[config.mk]
export PLATFORM = sky130hd
export DESIGN_NAME = row_dot_accumulator
export DESIGN_NICKNAME = d
export VERILOG_FILES = /design/src/rtl/row_dot_accumulator.sv
export SDC_FILE = /design/constraint.sdc
export NUM_CORES = 1
export LEC_CHECK = 0
export ABC_AREA = 1
export CORE_MARGIN = 5
export CORE_UTILIZATION = 45
export CTS_BUF_LIST = sky130_fd_sc_hd__clkbuf_4 sky130_fd_sc_hd__clkbuf_8 sky130_fd_sc_hd__clkbuf_16
export CTS_CLUSTER_DIAMETER = 50
export CTS_CLUSTER_SIZE = 14
export DETAILED_ROUTE_END_ITERATION = 12
export PLACE_DENSITY = 0.67
export SETUP_SLACK_MARGIN = 0.4
export SLEW_MARGIN = 0
export SYNTH_ARGS = -nofsm -noshare
export SYNTH_HDL_FRONTEND = slang
export SYNTH_SLANG_ARGS = --single-unit
[constraint.sdc]
create_clock -name clk -period 3 [get_ports clk]
set_clock_uncertainty 0.2 [all_clocks]
set_input_delay 0.6 -clock clk [delete_from_list [all_inputs] [get_ports clk]]
set_output_delay 0.6 -clock clk [all_outputs]
set_load 0.01 [all_outputs]
[src/rtl/row_dot_accumulator.sv]
// Row dot-product accumulator: pipelined NI-lane adder tree feeding a row accumulator.
// Define RDA_SATURATE_EN for saturating arithmetic and the sat_flag output.
module row_dot_accumulator #(
   parameter int NI     = 8,
   parameter int DATA_W = 32,
   parameter int CNT_W  = 16
) (
   input  logic                 clk,
   input  logic                 rst,
   input  logic                 start,
   input  logic                 in_valid,
   input  logic                 in_last,
   input  logic [NI*DATA_W-1:0] adder_row_input,
   output logic [DATA_W-1:0]    adder_output,
   output logic                 out_valid,
   output logic [CNT_W-1:0]     beat_count,
   output logic                 busy
`ifdef RDA_SATURATE_EN
   ,
   output logic                 sat_flag
`endif
);

   localparam int L = $clog2(NI);
`ifdef RDA_SATURATE_EN
   localparam int TW = DATA_W + L;
`else
   localparam int TW = DATA_W;
`endif
   localparam logic [CNT_W-1:0] CNT_ONE = {{(CNT_W-1){1'b0}}, 1'b1};
   localparam logic [CNT_W-1:0] CNT_MAX = {CNT_W{1'b1}};

   // Heap-ordered tree: node n sums nodes 2n and 2n+1; leaves are NI..2*NI-1, root is 1.
   logic [TW-1:0]     node_r [1:2*NI-1];
   logic [L:0]        vld_r;
   logic [L:0]        lst_r;
   logic [DATA_W-1:0] acc_r;
   logic [CNT_W-1:0]  cnt_r;
   logic              acc_empty_r;
   logic [DATA_W-1:0] tree_sum_s;
   logic [DATA_W-1:0] acc_sum_s;
   logic [DATA_W-1:0] acc_next_s;
   logic [CNT_W-1:0]  cnt_next_s;

`ifdef RDA_SATURATE_EN
   logic              row_ovf_r;
   logic              tree_ovf_s;
   logic              acc_ovf_s;
   logic [DATA_W:0]   acc_ext_s;
   logic              row_ovf_next_s;

   function automatic logic [DATA_W-1:0] sat_val(input logic neg);
      sat_val = neg ? {1'b1, {(DATA_W-1){1'b0}}} : {1'b0, {(DATA_W-1){1'b1}}};
   endfunction

   // Out of range when the guard bits and the DATA_W sign bit disagree.
   function automatic logic tree_ovf(input logic [TW-1:0] v);
      tree_ovf = !((&v[TW-1:DATA_W-1]) || !(|v[TW-1:DATA_W-1]));
   endfunction

   function automatic logic [DATA_W:0] add_ext(input logic [DATA_W-1:0] a,
                                               input logic [DATA_W-1:0] b);
      add_ext = {a[DATA_W-1], a} + {b[DATA_W-1], b};
   endfunction
`endif

   // Valid/last travel with the data, one stage per tree level; start=0 flushes them.
   always_ff @(posedge clk) begin
      if (rst || !start) begin
         vld_r <= '0;
         lst_r <= '0;
      end else begin
         vld_r <= {vld_r[L-1:0], in_valid};
         lst_r <= {lst_r[L-1:0], in_valid & in_last};
      end
   end

   // Tree data path: leaves capture the lanes, every inner node adds its two children.
   always_ff @(posedge clk) begin
      if (rst) begin
         for (int n = 1; n < 2*NI; n++) begin
            node_r[n] <= '0;
         end
      end else begin
         for (int i = 0; i < NI; i++) begin
            node_r[NI+i] <= TW'($signed(adder_row_input[i*DATA_W +: DATA_W]));
         end
         for (int n = 1; n < NI; n++) begin
            node_r[n] <= node_r[2*n] + node_r[2*n+1];
         end
      end
   end

   // Next accumulator/count values for the beat leaving the tree.
   always_comb begin
`ifdef RDA_SATURATE_EN
      tree_ovf_s = tree_ovf(node_r[1]);
      tree_sum_s = tree_ovf_s ? sat_val(node_r[1][TW-1]) : node_r[1][DATA_W-1:0];
      acc_ext_s  = add_ext(acc_r, tree_sum_s);
      acc_ovf_s  = acc_ext_s[DATA_W] ^ acc_ext_s[DATA_W-1];
      acc_sum_s  = acc_ovf_s ? sat_val(acc_ext_s[DATA_W]) : acc_ext_s[DATA_W-1:0];
      row_ovf_next_s = 1'b0;
`else
      tree_sum_s = node_r[1][DATA_W-1:0];
      acc_sum_s  = acc_r + tree_sum_s;
`endif
      acc_next_s = acc_sum_s;
      cnt_next_s = cnt_r;
      if (acc_empty_r) begin
         acc_next_s = tree_sum_s;
         cnt_next_s = CNT_ONE;
`ifdef RDA_SATURATE_EN
         row_ovf_next_s = tree_ovf_s;
`endif
      end else begin
         acc_next_s = acc_sum_s;
         cnt_next_s = (cnt_r == CNT_MAX) ? CNT_MAX : cnt_r + CNT_ONE;
`ifdef RDA_SATURATE_EN
         row_ovf_next_s = row_ovf_r | tree_ovf_s | acc_ovf_s;
`endif
      end
   end

   // Accumulate non-last beats; a last beat emits the row and empties the accumulator.
   always_ff @(posedge clk) begin
      if (rst) begin
         acc_r        <= '0;
         cnt_r        <= '0;
         acc_empty_r  <= 1'b1;
         adder_output <= '0;
         beat_count   <= '0;
         out_valid    <= 1'b0;
`ifdef RDA_SATURATE_EN
         row_ovf_r    <= 1'b0;
         sat_flag     <= 1'b0;
`endif
      end else if (!start) begin
         acc_empty_r  <= 1'b1;
         out_valid    <= 1'b0;
`ifdef RDA_SATURATE_EN
         sat_flag     <= 1'b0;
`endif
      end else begin
         out_valid    <= 1'b0;
`ifdef RDA_SATURATE_EN
         sat_flag     <= 1'b0;
`endif
         if (vld_r[L]) begin
            if (lst_r[L]) begin
               adder_output <= acc_next_s;
               beat_count   <= cnt_next_s;
               out_valid    <= 1'b1;
               acc_empty_r  <= 1'b1;
`ifdef RDA_SATURATE_EN
               sat_flag     <= row_ovf_next_s;
`endif
            end else begin
               acc_r        <= acc_next_s;
               cnt_r        <= cnt_next_s;
               acc_empty_r  <= 1'b0;
`ifdef RDA_SATURATE_EN
               row_ovf_r    <= row_ovf_next_s;
`endif
            end
         end
      end
   end

   assign busy = (|vld_r) | ~acc_empty_r;

endmodule

Word-level counts from Yosys, hierarchy flattened

Memories as Yosys holds them, arrays and structs flattened.
Cells that the tools add are included.

Flip-flop bits (word level): 106
Bits in writable memories: 480
Input bits: 261
Memories kept: 1

Memory list:

| name   | words | bits a word | rd ports | clocked after memory_dff | write ports | line | RTL |
|---|---|---|---|---|---|---|---|
| node_r | 15    | 32          | 15       | 0                        | 15          | 34   | `logic [TW-1:0] node_r [1:2*NI-1];` |

Add/sub/neg operators: 9
Equality and inequality tests: 1
Muxes and demuxes: 22
Bitwise logic cells: 21
Reductions and logical operators: 7

Operator list:

| operator                                                         | count |
|---|---|
| 32-bit two-way mux                                               | 16 |
| 32-bit adder                                                     | 8 |
| 16-bit two-way mux                                               | 2 |
| 16-bit by 1-bit adder with 16-bit output (second input constant) | 1 |
| 16-bit equality test (second input constant)                     | 1 |
| 1-bit OR                                                         | 16 |
| 3-bit AND reduction                                              | 2 |
| 1-bit two-way mux                                                | 4 |
| 1-bit inverter                                                   | 4 |
| 4-bit OR reduction                                               | 1 |
| 3-bit OR reduction                                               | 1 |
| 2-bit OR reduction                                               | 1 |
| 1-bit bitwise AND                                                | 1 |
| 1-bit logical NOT                                                | 1 |
| 1-bit logical OR                                                 | 1 |

Longest topological paths before layout

Word-level depth: 3
Gate-level depth with buffers: 15
Depth with buffers taken out: 15

Worst setup path before layout

No wires, ideal clock.

Kind: reg-to-reg
From: register acc_r[0]
To: register acc_r[8]
Data arrival time: 1.827 ns
Data required time: 2.685 ns
Path slack: 0.858 ns
Cell stages (with the launch flop): 12
Buffers on the path: 0
Cell sequence: dfxtp_1 > ha_1 > fa_1 > nand3_1 > nand3_1 > nand2_1 > nand2_1 > or2_2 > nand3_1 > nand2_1 > o21ai_0 > inv_1

Cells in the longest elaborated chain, start to end: 2

RTL lines:

| element                  | line | RTL |
|---|---|---|
| start: declaration       | 37   | `logic [DATA_W-1:0] acc_r;` |
| start signal: assignment | 158  | `acc_r <= acc_next_s;` |
| 32-bit adder             | 105  | `acc_sum_s = acc_r + tree_sum_s;` |
| 32-bit two-way mux       | 109  | `if (acc_empty_r) begin` |

No other way between the ends.
A chain may end at the register's enable or synchronous reset.

Final worst setup path

From: register acc_r[0]
To: register acc_r[28]

Same word-level chain as after synthesis.

==> results.yml <==
outcome:
  outcome: "complete, no violations"
layout:
  drive_above_1_share_pct: 3.98
  multi_input_area_mm2: 0.0171
  final_cells: 5938
  seq_area_mm2: 0.0117
  post-route-util_pct: 55.2
  n_antenna_cell: 0
  area_growth_pct: 21.7
  final.fill_count: 6883
  nets: 5458
critical_path:
  critical_path_required_ns: 3.30
  r2r-start: "acc_r[0]$_SDFFE_PP0P_"
  crit_path_max_fanout: 5
  arrival_ns: 2.71
  end_kind: "flip-flop"
  critPathLaunchType: "flip-flop"
  crit_start: "acc_r[0]$_SDFFE_PP0P_"
  crit_type: "flip-flop to flip-flop"
clocking:
  holdBufCountCts: 0
  path_clk_slew_ns: 0.06
  clock-root-buffer: "clkbuf_16"
  clock_latency_ns: 0.61
  ctsLongestPathBuffers: 3
  cts_made_buffers: 74
  cts_tree: "built"
  cts_setup_buffers: 0
  cts.sinks: 586
  post_cts_resized: 1
  htreeDepth: 3
synth:
  synth_top_family_by_area: "simple AND/OR/NAND/NOR gates"
  syn_area_per_cell_um2: 6.85
  yosysSeqAreaShare_pct: 37.0
  synthTopCellsByCount: "nand2_1, nor2_1, inv_1, dfxtp_1, a21oi_1"
  synth.net_count: 5145
  ys_warn_count: 0
  synth.top_cell.area_share_pct: 37.0
  synth_area_leaders: "dfxtp_1, nand2_1, ha_1"
  synth-compound-area-share_pct: 17.4
  synth.largest_area_cell: "dfxtp_1"
  synth_xor_area_share_pct: 0.663
  synth_ff_type: "dfxtp_1"
  synth_edf_count: 0
  synthMuxAreaShare_pct: 0
  synthAdderAreaFrac_pct: 10.3
  yosys.area_share.simple_pct: 25.5
  yosysMostFrequentCell: "nand2_1"
  synth.distinct_cells: 43
  async_flop_share_pct: 0
  synth_area_mm2: 0.0317
  ys_seq_elements: 586
  synthCells: 4627
place:
  dp_cells: 5804
  gp_congestion: 0.936
  port_buffers: 310
  dpl.hpwl_um: 72100
die:
  dieArea_mm2: 0.0759
  row_count: 97
  die_x_um: 275
  ios: 311
  start_util_pct: 45.4
  die_y_um: 275
  core_mm2: 0.0699
global_routing:
  grt_pass1_wl_um: 144000
  grt_remaining_overflow: 0
  grt_usage_pct: 23.2
  grt_max_degree: 123
  grt_antenna_before_repair: 1
  first_global_vias: 28100
power_and_ir_drop:
  p_leak_nw: 18.8
  power_density_mw_per_mm2: 552
  vdd_drop_max_mv: 0.405
detailed_routing:
  routed_wl_um: 90100
  vias: 29800
  drtAntennaViolNets: 0
  drt-pass1-iter-count: 5
  drt-initial-drc-count: 1932
  via_per_inst: 5.02
  drc: 0
  drt-wirelength-per-cell_um: 15.2
worst_hold_path:
  min_from: "lst_r[1]$_SDFF_PP0_"
  hp-class: "flip-flop to flip-flop"
timing:
  hold_viol_final: 0
  rsz0062_at_grt: "yes"
  holdWs_ns: 0.209
  worst_pin_slew_ns: 0.640
  max_freq_mhz: 415
  final.setup.tns_ns: 0
  period_share_pct: 80.3
  setup_viol: 0
  slew_headroom_pct: 57.4
  min_period_ns: 2.41
  drv_slew: 0
run:
  maxCapViolCount: 0
-- per-layer routing --
layer / GRT usage, % / wire length [um] / part of all wire [%]
met1: 31.4 / 41800 / 46
met2: 39.3 / 42000 / 47
met3: 3.25 / 4060 / 4.5
met4: 5.88 / 2190 / 2.4
met5: 0 / 13 / 0.014
-- final timing paths --
| check | to | slack [ns] | cells past startpoint |
|---|---|---|---|
| setup / recovery | acc_r[28]$_SDFFE_PP0P_ | 0.59 | 12 |
| hold / removal | lst_r[2]$_SDFF_PP0_ | 0.21 | 2 |
| setup reg to reg | acc_r[28]$_SDFFE_PP0P_ | 0.59 | 12 |
| hold reg to reg | lst_r[2]$_SDFF_PP0_ | 0.21 | 2 |
-- critical path: stages (launching register included) --
cell	delay [ns]
dfxtp_1	0.31
ha_1	0.24
fa_1	0.43
nand3_1	0.11
nand3_1	0.15
nand3_1	0.11
nand3b_1	0.21
nand2_1	0.15
nand3_1	0.08
nand3_1	0.11
nand3_1	0.08
nand2_1	0.08
inv_1	0.03
-- registers in the layout, indices dropped and copies added, names as in the netlist --
name	count
acc_empty_r	1
cnt_r	16
beat_count	16
vld_r	4
out_valid	1
lst_r	4
adder_output	32
node_r	480
acc_r	32
-- cells in the final DEF, fill, tap and decap left out, types with 4 or more instances in the layout --
cell / count
a21boi_0: 10
a21o_1: 34
a21oi_1: 501
buf_12: 9
buf_4: 11
bufinv_16: 8
clkbuf_16: 76
clkbuf_4: 4
clkbuf_8: 6
clkdlybuf4s50_1: 308
clkinv_2: 6
clkinv_4: 4
clkinv_8: 8
clkinvlp_4: 6
dfxtp_1: 586
fa_1: 8
ha_1: 249
inv_1: 664
inv_6: 11
inv_8: 7
nand2_1: 885
nand3_1: 222
nand3b_1: 10
nand4_1: 44
nor2_1: 742
nor3_1: 52
nor4_1: 9
o2111ai_1: 6
o211ai_1: 4
o21a_1: 63
o21ai_0: 305
o21ai_1: 21
o21ai_2: 15
o21bai_1: 43
o21bai_2: 4
or2_2: 7
xnor2_1: 10
xor2_1: 14
-- layout make-up --
type	count	share of cell area, %
multi-input combinational	3279	44.4
sequential	586	30.4
timing repair buffer	330	8.73
inverter	669	6.54
clock buffer	86	5.22
tap	940	3.05
clock inverter	48	1.65
-- metrics by stage --
| step | total power [mW] | setup slack [ns] | area (um2) |
|---|---|---|---|
| 3_5_place_dp | 12.1 | 0.485 | 35900 |
| 4_1_cts | 21.5 | 0.528 | 38600 |
| 2_1_floorplan | 10.8 | 0.858 | 31700 |
| 6_report | 21.3 | 0.591 | 38600 |
| 5_1_grt | 22.4 | 0.372 | 38600 |
| 3_3_place_gp | 12.1 | 0.538 | 35900 |
-- power by group --
group | switching (mW) | total (mW) | internal [mW]
clock network | 3.69 | 9.35 | 5.65
registers | 0.314 | 8.64 | 8.32
logic | 2.03 | 3.32 | 1.29
-- logic make-up after synthesis --
logic type / Yosys count
AO/OA/AOI/OAI: 1008
XOR/XNOR: 24
AND/OR/NAND/NOR: 1990
adder cells (fa/ha/maj): 257
buffers and inverters: 762
flip-flops: 586
(Power assumes the default switching activity.)
